==> src/rtl/mux_pkg.sv <==
// mux_pkg: shared definitions for the pipelined channel multiplexer.
//   state_e           - skid-buffer occupancy states (EMPTY/ONE/TWO)
//   OOR_VALUE_DEFAULT - word returned when the selector is out of range
package mux_pkg;

  typedef enum logic [1:0] {
    EMPTY = 2'd0,
    ONE   = 2'd1,
    TWO   = 2'd2
  } state_e;

  localparam logic [31:0] OOR_VALUE_DEFAULT = 32'd227;

endpackage

==> src/rtl/mux_pipe_n_if.sv <==
// mux_pipe_n_if: handshake bundle of the pipelined multiplexer.
//   data_in   - N_IN flattened channels, channel k at [k*DATA_W +: DATA_W]
//   selector  - channel index, sampled on accept
//   in_valid  - upstream request present
//   in_ready  - block can accept
//   data_out  - selected word
//   sel_err   - data_out came from an out-of-range selector
//   out_valid - data_out / sel_err valid
//   out_ready - downstream accepts
// master = producer/consumer side, slave = the multiplexer.
interface mux_pipe_n_if #(
  parameter int DATA_W = 32,
  parameter int N_IN   = 8,
  parameter int SEL_W  = $clog2(N_IN)
) ();

  logic [N_IN*DATA_W-1:0] data_in;
  logic [SEL_W-1:0]       selector;
  logic                   in_valid;
  logic                   in_ready;
  logic [DATA_W-1:0]      data_out;
  logic                   sel_err;
  logic                   out_valid;
  logic                   out_ready;

  modport master (
    output data_in, selector, in_valid, out_ready,
    input  in_ready, data_out, sel_err, out_valid
  );

  modport slave (
    input  data_in, selector, in_valid, out_ready,
    output in_ready, data_out, sel_err, out_valid
  );

endinterface

==> src/rtl/mux_sel_n.sv <==
// mux_sel_n: combinational channel select with range check.
//   data_in - flattened channels, channel k at [k*DATA_W +: DATA_W]
//   sel     - channel index
//   word    - channel[sel], or OOR_VALUE sized to DATA_W when sel >= N_IN
//   err     - 1 when sel >= N_IN
module mux_sel_n
  import mux_pkg::*;
#(
  parameter int          DATA_W    = 32,
  parameter int          N_IN      = 8,
  parameter int          SEL_W     = $clog2(N_IN),
  parameter logic [31:0] OOR_VALUE = OOR_VALUE_DEFAULT
) (
  input  logic [N_IN*DATA_W-1:0] data_in,
  input  logic [SEL_W-1:0]       sel,
  output logic [DATA_W-1:0]      word,
  output logic                   err
);

  // Scan all channels; a selector matching none of them is out of range.
  always_comb begin
    word = DATA_W'(OOR_VALUE);
    err  = 1'b1;
    for (int k = 0; k < N_IN; k++) begin
      word = (sel == SEL_W'(k)) ? data_in[k*DATA_W +: DATA_W] : word;
      err  = (sel == SEL_W'(k)) ? 1'b0 : err;
    end
  end

endmodule

==> src/rtl/mux_pipe_n.sv <==
// mux_pipe_n: N-input multiplexer with a registered 2-entry skid buffer.
//   clk      - clock, all state on rising edge
//   reset_n  - synchronous active-low reset
//   bus      - mux_pipe_n_if.slave handshake bundle (instantiate the
//              interface with the same DATA_W/N_IN/SEL_W as this module)
//   scan_en  - only with MUX_PIPE_SCAN_EN defined: when 1 the selector is
//              ignored and an internal round-robin pointer picks the channel
// All outputs come straight from registers.
module mux_pipe_n
  import mux_pkg::*;
#(
  parameter int          DATA_W    = 32,
  parameter int          N_IN      = 8,
  parameter int          SEL_W     = $clog2(N_IN),
  parameter logic [31:0] OOR_VALUE = OOR_VALUE_DEFAULT
) (
  input logic         clk,
  input logic         reset_n,
`ifdef MUX_PIPE_SCAN_EN
  input logic         scan_en,
`endif
  mux_pipe_n_if.slave bus
);

  state_e            state_r;
  state_e            state_nxt_s;
  logic              in_ready_r;
  logic              out_valid_r;
  logic [DATA_W-1:0] data_out_r;
  logic              sel_err_r;
  logic [DATA_W-1:0] skid_data_r;
  logic              skid_err_r;
  logic [SEL_W-1:0]  eff_sel_s;
  logic [DATA_W-1:0] sel_word_s;
  logic              sel_err_s;
  logic              accept_s;
  logic              transfer_s;

  assign accept_s   = bus.in_valid & in_ready_r;
  assign transfer_s = out_valid_r & bus.out_ready;

`ifdef MUX_PIPE_SCAN_EN
  logic [SEL_W-1:0] ptr_r;

  // Round-robin pointer: advances on each scan-mode accept, wraps at N_IN-1.
  always_ff @(posedge clk) begin
    if (!reset_n) begin
      ptr_r <= {SEL_W{1'b0}};
    end else if (accept_s && scan_en) begin
      if (ptr_r == SEL_W'(N_IN - 1)) begin
        ptr_r <= {SEL_W{1'b0}};
      end else begin
        ptr_r <= ptr_r + SEL_W'(1);
      end
    end
  end

  // The pointer never exceeds N_IN-1, so scan mode cannot raise sel_err.
  assign eff_sel_s = scan_en ? ptr_r : bus.selector;
`else
  assign eff_sel_s = bus.selector;
`endif

  mux_sel_n #(
    .DATA_W   (DATA_W),
    .N_IN     (N_IN),
    .SEL_W    (SEL_W),
    .OOR_VALUE(OOR_VALUE)
  ) u_sel (
    .data_in(bus.data_in),
    .sel    (eff_sel_s),
    .word   (sel_word_s),
    .err    (sel_err_s)
  );

  // Next-state logic of the skid-buffer occupancy FSM.
  always_comb begin
    state_nxt_s = state_r;
    case (state_r)
      EMPTY: begin
        if (accept_s) begin
          state_nxt_s = ONE;
        end else begin
          state_nxt_s = EMPTY;
        end
      end
      ONE: begin
        if (accept_s && !transfer_s) begin
          state_nxt_s = TWO;
        end else if (!accept_s && transfer_s) begin
          state_nxt_s = EMPTY;
        end else begin
          state_nxt_s = ONE;
        end
      end
      TWO: begin
        // in_ready is low in TWO, so no accept can coincide here.
        if (transfer_s) begin
          state_nxt_s = ONE;
        end else begin
          state_nxt_s = TWO;
        end
      end
      default: begin
        state_nxt_s = EMPTY;
      end
    endcase
  end

  // State register plus flags derived from the next state so they are registered.
  always_ff @(posedge clk) begin
    if (!reset_n) begin
      state_r     <= EMPTY;
      in_ready_r  <= 1'b1;
      out_valid_r <= 1'b0;
    end else begin
      state_r     <= state_nxt_s;
      in_ready_r  <= (state_nxt_s != TWO);
      out_valid_r <= (state_nxt_s != EMPTY);
    end
  end

  // Output and skid registers: new words land on the output when it is free
  // (or being drained this edge), otherwise in the skid entry.
  always_ff @(posedge clk) begin
    if (!reset_n) begin
      data_out_r  <= {DATA_W{1'b0}};
      sel_err_r   <= 1'b0;
      skid_data_r <= {DATA_W{1'b0}};
      skid_err_r  <= 1'b0;
    end else begin
      case (state_r)
        EMPTY: begin
          if (accept_s) begin
            data_out_r <= sel_word_s;
            sel_err_r  <= sel_err_s;
          end
        end
        ONE: begin
          if (accept_s && transfer_s) begin
            data_out_r <= sel_word_s;
            sel_err_r  <= sel_err_s;
          end else if (accept_s) begin
            skid_data_r <= sel_word_s;
            skid_err_r  <= sel_err_s;
          end
        end
        TWO: begin
          if (transfer_s) begin
            data_out_r <= skid_data_r;
            sel_err_r  <= skid_err_r;
          end
        end
        default: begin
        end
      endcase
    end
  end

  assign bus.in_ready  = in_ready_r;
  assign bus.out_valid = out_valid_r;
  assign bus.data_out  = data_out_r;
  assign bus.sel_err   = sel_err_r;

endmodule

==> src/flat_wrapper.sv <==
// flat-port wrapper written by rule: the top's interface ports become plain ports
module mux_pipe_n_flat import mux_pkg::*;
#(
  parameter int          DATA_W    = 32,
  parameter int          N_IN      = 8,
  parameter int          SEL_W     = $clog2(N_IN),
  parameter logic [31:0] OOR_VALUE = OOR_VALUE_DEFAULT
)
  (clk, reset_n, bus_data_in, bus_selector, bus_in_valid, bus_out_ready, bus_in_ready, bus_data_out, bus_sel_err, bus_out_valid);
  mux_pipe_n_if #(.DATA_W(DATA_W), .N_IN(N_IN), .SEL_W(SEL_W)) bus_i ();
  input logic clk;
  input logic reset_n;
  input wire logic [$bits(bus_i.data_in)-1:0] bus_data_in;
  input wire logic [$bits(bus_i.selector)-1:0] bus_selector;
  input wire logic [$bits(bus_i.in_valid)-1:0] bus_in_valid;
  input wire logic [$bits(bus_i.out_ready)-1:0] bus_out_ready;
  output wire logic [$bits(bus_i.in_ready)-1:0] bus_in_ready;
  output wire logic [$bits(bus_i.data_out)-1:0] bus_data_out;
  output wire logic [$bits(bus_i.sel_err)-1:0] bus_sel_err;
  output wire logic [$bits(bus_i.out_valid)-1:0] bus_out_valid;
  assign bus_i.data_in = bus_data_in;
  assign bus_i.selector = bus_selector;
  assign bus_i.in_valid = bus_in_valid;
  assign bus_i.out_ready = bus_out_ready;
  assign bus_in_ready = bus_i.in_ready;
  assign bus_data_out = bus_i.data_out;
  assign bus_sel_err = bus_i.sel_err;
  assign bus_out_valid = bus_i.out_valid;
  mux_pipe_n #(.DATA_W(DATA_W), .N_IN(N_IN), .SEL_W(SEL_W), .OOR_VALUE(OOR_VALUE)) u_core (.clk(clk), .reset_n(reset_n), .bus(bus_i));
endmodule
==> config.mk <==
export PLATFORM = sky130hd
export DESIGN_NAME = mux_pipe_n_flat
export DESIGN_NICKNAME = d
export VERILOG_FILES = /design/src/rtl/mux_pkg.sv /design/src/rtl/mux_pipe_n_if.sv /design/src/rtl/mux_sel_n.sv /design/src/rtl/mux_pipe_n.sv /design/src/flat_wrapper.sv
export SDC_FILE = /design/constraint.sdc
export NUM_CORES = 1
export LEC_CHECK = 0
export BUFFER_PORTS_ARGS = -buffer_cell sky130_fd_sc_hd__buf_2
export CORE_MARGIN = 1.5
export CORE_UTILIZATION = 26
export DETAILED_ROUTE_END_ITERATION = 8
export PLACE_DENSITY = 0.5
export SLEW_MARGIN = 20
export SYNTH_ARGS = -nofsm -noshare
export SYNTH_HDL_FRONTEND = slang
export SYNTH_SLANG_ARGS = --single-unit
==> constraint.sdc <==
create_clock -name clk -period 1.95 [get_ports clk]
set_input_delay 0.195 -clock clk [delete_from_list [all_inputs] [get_ports clk]]
set_output_delay 0.195 -clock clk [all_outputs]
set_load 0.03 [all_outputs]
After elaboration in Yosys (flattened, before gate mapping) --
Cells that the tools add are included.
Operators by class: reduce and logical (&&, ||, !) cells 11, bitwise operators 3, eq/ne operators 13, mux-type cells 29
Operator list (count):
- 32-bit 2-to-1 mux | 11
- 32-bit case mux with 3 select lines | 1
- 1-bit 2-to-1 mux | 13
- 3-bit == test (second input constant) | 4
- 3-bit by 2-bit == test with 1-bit output (second input constant) | 2
- 2-bit by 1-bit inequality test with 1-bit output (second input constant) | 3
- 2-bit case mux with 3 select lines | 1
- 2-bit 2-to-1 mux | 2
- 4-bit AND reduction | 1
- 3-bit by 1-bit == test with 1-bit output (second input constant) | 1
- 1-bit logical AND | 3
- 3-bit logical NOT | 1
- 1-bit case mux with 3 select lines | 1
- 3-bit AND reduction | 1
- 3-bit nonzero test | 1
- 1-bit bitwise AND | 2
- 2-bit by 1-bit == test with 1-bit output (second input constant) | 1
- 2-bit == test (second input constant) | 1
- 1-bit logical NOT | 2
- 2-bit logical NOT | 1
- 2-bit inequality test (second input constant) | 1
- 2-bit nonzero test | 1
- 1-bit NOT | 1
Storage, ports and cells: output and inout bits 35, register bits after elaboration 70, logic and storage cells 63

Longest topological paths before layout --
depth in word-level cells 11, gate-level depth with buffers 8, gate-level depth less buffers 7

Hierarchy --
Synthesis repeated with hierarchy kept, for this count alone.
Second synthesis, totals: cell total of the unflattened synthesis 590, area total of the unflattened synthesis 5385.2 um^2
Modules (own cells, without submodules):
- mux_pipe_n | instances 1, seq. area each 1401.3 um^2, area an instance 3243.1 um^2, cells each 331
- mux_sel_n | instances 1, seq. area each 0.0 um^2, area an instance 2142.1 um^2, cells each 259

Worst setup path before layout --
Ideal clock, no wire load.
path kind reg2reg, start point register u_core.in_ready_r, in the netlist u_core.bus.in_ready, end point register u_core.data_out_r[10], in the netlist u_core.bus.data_out[10], arrival 1.698 ns, setup time 0.115 ns, stages on the path, launching flop included 9, period minus slack after synthesis 1.812 ns, data required time 1.835 ns, setup slack 0.138 ns, cells stage by stage dfxtp_1 -> nand2_1 -> inv_1 -> ha_1 -> a32o_1 -> nor2_2 -> buf_2 -> a22o_1 -> o21a_1
Between the ends: word-level cells in the longest chain between the ends 4, elaborated cells on any way between the ends 5
Ends and longest elaborated chain:
- start, declared | RTL line mux_pipe_n.sv:27 | logic in_ready_r;
- start signal, assigned | RTL line mux_pipe_n.sv:118 | in_ready_r <= (state_nxt_s != TWO);
- 1-bit bitwise AND (*) | RTL line mux_pipe_n.sv:39 | assign accept_s = bus.in_valid & in_ready_r;
- 1-bit logical AND | RTL line mux_pipe_n.sv:140 | if (accept_s && transfer_s) begin
- 2-bit by 1-bit inequality test with 1-bit output (no source line)
- 4-bit AND reduction (no source line) (*)
- end signal, assigned | RTL line mux_pipe_n.sv:135 | data_out_r <= sel_word_s;
- end signal, assigned | RTL line mux_pipe_n.sv:141 | data_out_r <= sel_word_s;
- end signal, assigned | RTL line mux_pipe_n.sv:150 | data_out_r <= skid_data_r;
- end, declared | RTL line mux_pipe_n.sv:29 | logic [DATA_W-1:0] data_out_r;
Every way passes the cells marked *; elsewhere a longest branch is shown, timed or not. A chain may end at the register's enable or synchronous reset.

Worst setup path after layout --
start point register u_core.in_ready_r, in the netlist u_core.bus.in_ready, end point register u_core.data_out_r[2], in the netlist u_core.bus.data_out[2]
Same word-level chain as after synthesis.

==> impl_metrics.yaml <==
status:
  status: "complete, no violations"
synth:
  yosys_most_used_dff: "dfxtp_1"
  muxShareOfSynthArea_pct: 17.03
  ys_types: 49
  postSynthAreaPerCell_um2: 8.746
  synth_fp_nets: 849
  synth_compound_area_share_pct: 36.53
  synthAdderAreaFrac_pct: 0.4900
  synth-simple-area-share_pct: 11.42
  synth_top_family_by_area: "compound AO/OA/AOI/OAI gates"
  synth-seq-cells: 70
  ys_warn_count: 0
  async_reset_ff_share_pct: 0
  synth_edf_count: 0
  yosys.area_share.xor_xnor_pct: 0
  yosysSeqAreaShare_pct: 27.44
  synthCells: 584
  synthesis.area_um2: 5107
worst_setup_path:
  critPathBufInv: 2
  reg2reg_from: "u_core.bus.in_ready"
  crit_path_cell_trace: "nand2_1, inv_1, ha_2, a32o_1, nor2_2, buf_12, a22o_1, o21a_1"
  required_ns: 2.17
  arrival_ns: 2.02
  crit_start: "u_core.bus.in_ready"
  crit_fanout: 32
  critical_path_class: "reg -> reg"
  cp-start-kind: "register"
  cpMaxStageDelayCell: "dfxtp_1"
  max_stage_delay_ns: 0.37
  crit_family: "compound AO/OA/AOI/OAI gates"
  critPathCaptureType: "register"
power:
  power_uw: 4662
  combPwrFrac_pct: 32.9
  power.leakage_uw: 0.003224
  swShare_pct: 32.67
  power.share.clock_pct: 32.2
  p_per_area_nw_per_um2: 642.7
  p_seq_share_pct: 34.9
  p_int_uw: 3139
  p_switching_uw: 1523
  ir_drop_uv: 400.2
die:
  start_util_pct: 26.42
  rows: 51
  ios: 298
  die_x_um: 143.2
  core_um2: 19330
  dieArea_um2: 20490
  dieHeight_um: 143.2
final_layout:
  post-route-cell-area_um2: 7254
  nets: 1134
  instances_no_fill: 1139
  final_util_pct: 37.52
  area.growth.synth_to_final_pct: 42.04
  fillCellCount: 2064
  drive_gt1_share_pct: 45.93
clock_tree:
  clock_latency_ns: 0.33
  tritoncts.num_buffers: 9
  cts-root-buf: "clkbuf_16"
  post-cts-setup-buffers: 0
  cts_hold_buf: 0
  path_clk_slew_ns: 0.06
  clk_path_buf_depth: 2
  cts_resized: 0
  cts_tree: "built"
  clock-sinks: 70
  h-tree-depth: 3
worst_hold_path:
  hp-start: "reset_n"
  min_path_type: "in -> reg"
sta:
  setup_violations: 0
  setup_tns_ns: 0
  finalClockSkew_ns: 0.004918
  rsz0062_at_grt: "false"
  finalCriticalPeriod_ns: 1.799
  period_share_pct: 92.23
  max_freq_mhz: 556.0
  slew_headroom_pct: 65.86
  report.final.hold_viol_count: 0
  final_max_slew_viol_count: 0
  worst_pin_slew_ns: 0.5114
global_routing:
  grt_overflow: 0
  grt_pass1_vias: 5758
  grt_pass1_wl_um: 33450
  grt_max_degree: 35
  antenna_found_initial: 1
  gr-usage-all-layers_pct: 21.50
route:
  route.detailed.drc: 0
  dr.max_layer_used: "met4"
  drtAntennaViolNets: 0
  firstDrtPassIters: 4
  avgRoutedWirePerCell_um: 19.79
  routed_wl_um: 22540
  drtIter0Drc: 462
  via_count: 6002
  routed-wl-met3_um: 1362
  wl_met2_um: 10730
  viasPerCell: 5.270
  met1_length_um: 10100
job:
  maxCapViolations: 0
placed_design:
  io_buffer_count: 297
  gp_congestion: 0.8755
  placed_cell_area_um2: 6964
  place_inst: 1123
  hpwlAfterDp_um: 18030
worst register-to-register path, cell delays in order, from the launching register on:
cell and delay [ns]:
dfxtp_1 0.37, nand2_1 0.15, inv_1 0.13, ha_2 0.24
a32o_1 0.18, nor2_2 0.06, buf_12 0.18, a22o_1 0.21
o21a_1 0.18
path summary, 6_finish.rpt:
kind	to	slack [ns]	cells past startpoint
setup / recovery	u_core.bus.data_out[2]	0.15	8
hold / removal	u_core.skid_data_r[12]	0.23	3
setup reg to reg	u_core.bus.data_out[2]	0.15	8
hold reg to reg	u_core.bus.sel_err	0.45	2
sequential cells by signal, indices dropped and copies added (netlist names):
name / count
u_core.bus.data_out: 32
u_core.bus.out_valid: 1
u_core.state_r: 2
u_core.bus.sel_err: 1
u_core.skid_err_r: 1
u_core.skid_data_r: 32
u_core.bus.in_ready: 1
power by group through the flow:
stage	Combinational (µW)	Sequential, µW	Clock (µW)
floorplan	745	1770	0
global placement	1520	1660	0
detailed placement	1520	1650	0
CTS	1530	1620	1530
global route	1660	1640	1610
finish	1530	1630	1500
cell usage after synthesis (2+ instances only):
cell	number	area (µm²)
a21o_1	12	90.09
a21oi_1	42	210.2
a221o_1	7	70.07
a221oi_1	14	122.6
a221oi_2	10	150.1
a22o_1	12	105.1
a22oi_1	27	202.7
a31oi_1	12	75.07
a32oi_1	7	61.31
and2b_1	2	15.01
buf_1	4	15.01
buf_2	20	100.1
buf_4	3	22.52
buf_6	6	67.56
buf_8	2	30.03
clkbuf_1	27	101.4
dfxtp_1	70	1401
ha_1	2	25.02
inv_1	5	18.77
mux2_2	5	56.30
mux2i_1	25	250.2
mux4_2	25	563.0
nand2_1	30	112.6
nand2b_1	9	56.30
nand3_1	17	85.08
nor2_1	44	165.2
nor2b_1	2	12.51
nor3_1	8	40.04
o21a_1	7	52.55
o21ai_0	53	265.3
o21ai_1	3	15.01
o221ai_1	5	43.79
o22ai_1	25	156.4
o2bb2ai_1	12	105.1
o31ai_1	8	60.06
o32ai_1	8	70.07
or2_2	2	12.51
placed cells by master, fill, tap and decap left out, types with 27 or more instances in the layout:
master | Yosys | layout
o21ai_0 | 53 | 53
buf_2 | 20 | 296
nor2_1 | 44 | 44
dfxtp_1 | 70 | 70
a21oi_1 | 42 | 42
buf_4 | 3 | 33
a22oi_1 | 27 | 27
nand2_1 | 30 | 30
through the flow:
| step | hold slack, ns | setup slack, ns |
|---|---|---|
| 4_1_cts | 0.2196 | 0.05025 |
| 3_3_place_gp | 0.4436 | 0.1204 |
| 2_1_floorplan | 0.4275 | 0.1378 |
| 6_report | 0.2285 | 0.1515 |
| 5_1_grt | 0.2469 | 0.02264 |
| 3_5_place_dp | 0.4388 | 0.07618 |
routing by layer:
| metal | GRT usage, % | vias to the layer above |
|---|---|---|
| li1 | - | 2884 |
| met1 | 30.28 | 2867 |
| met2 | 33.71 | 229 |
| met3 | 3.454 | 22 |
| met4 | 6.023 | 0 |
| met5 | 0 | - |
cells by family after synthesis:
logic type / after synthesis
adders and majority gates: 2
DFF: 70
buffers and inverters: 69
muxes: 55
and+or+nand+nor: 123
AOI/OAI and AO/OA: 265
area by class of cell:
cell class / count / area [µm²] / area share [%]
Inverter: 7 / 26.28 / 0.3622
Tap cell: 265 / 331.6 / 4.571
Multi-Input combinational cell: 445 / 3357 / 46.27
Timing Repair Buffer: 336 / 1861 / 25.65
Clock inverter: 4 / 22.52 / 0.3105
Antenna cell: 1 / 2.502 / 0.03449
Sequential cell: 70 / 1401 / 19.32
Clock buffer: 11 / 252.7 / 3.484
(Power assumes the default switching activity.)
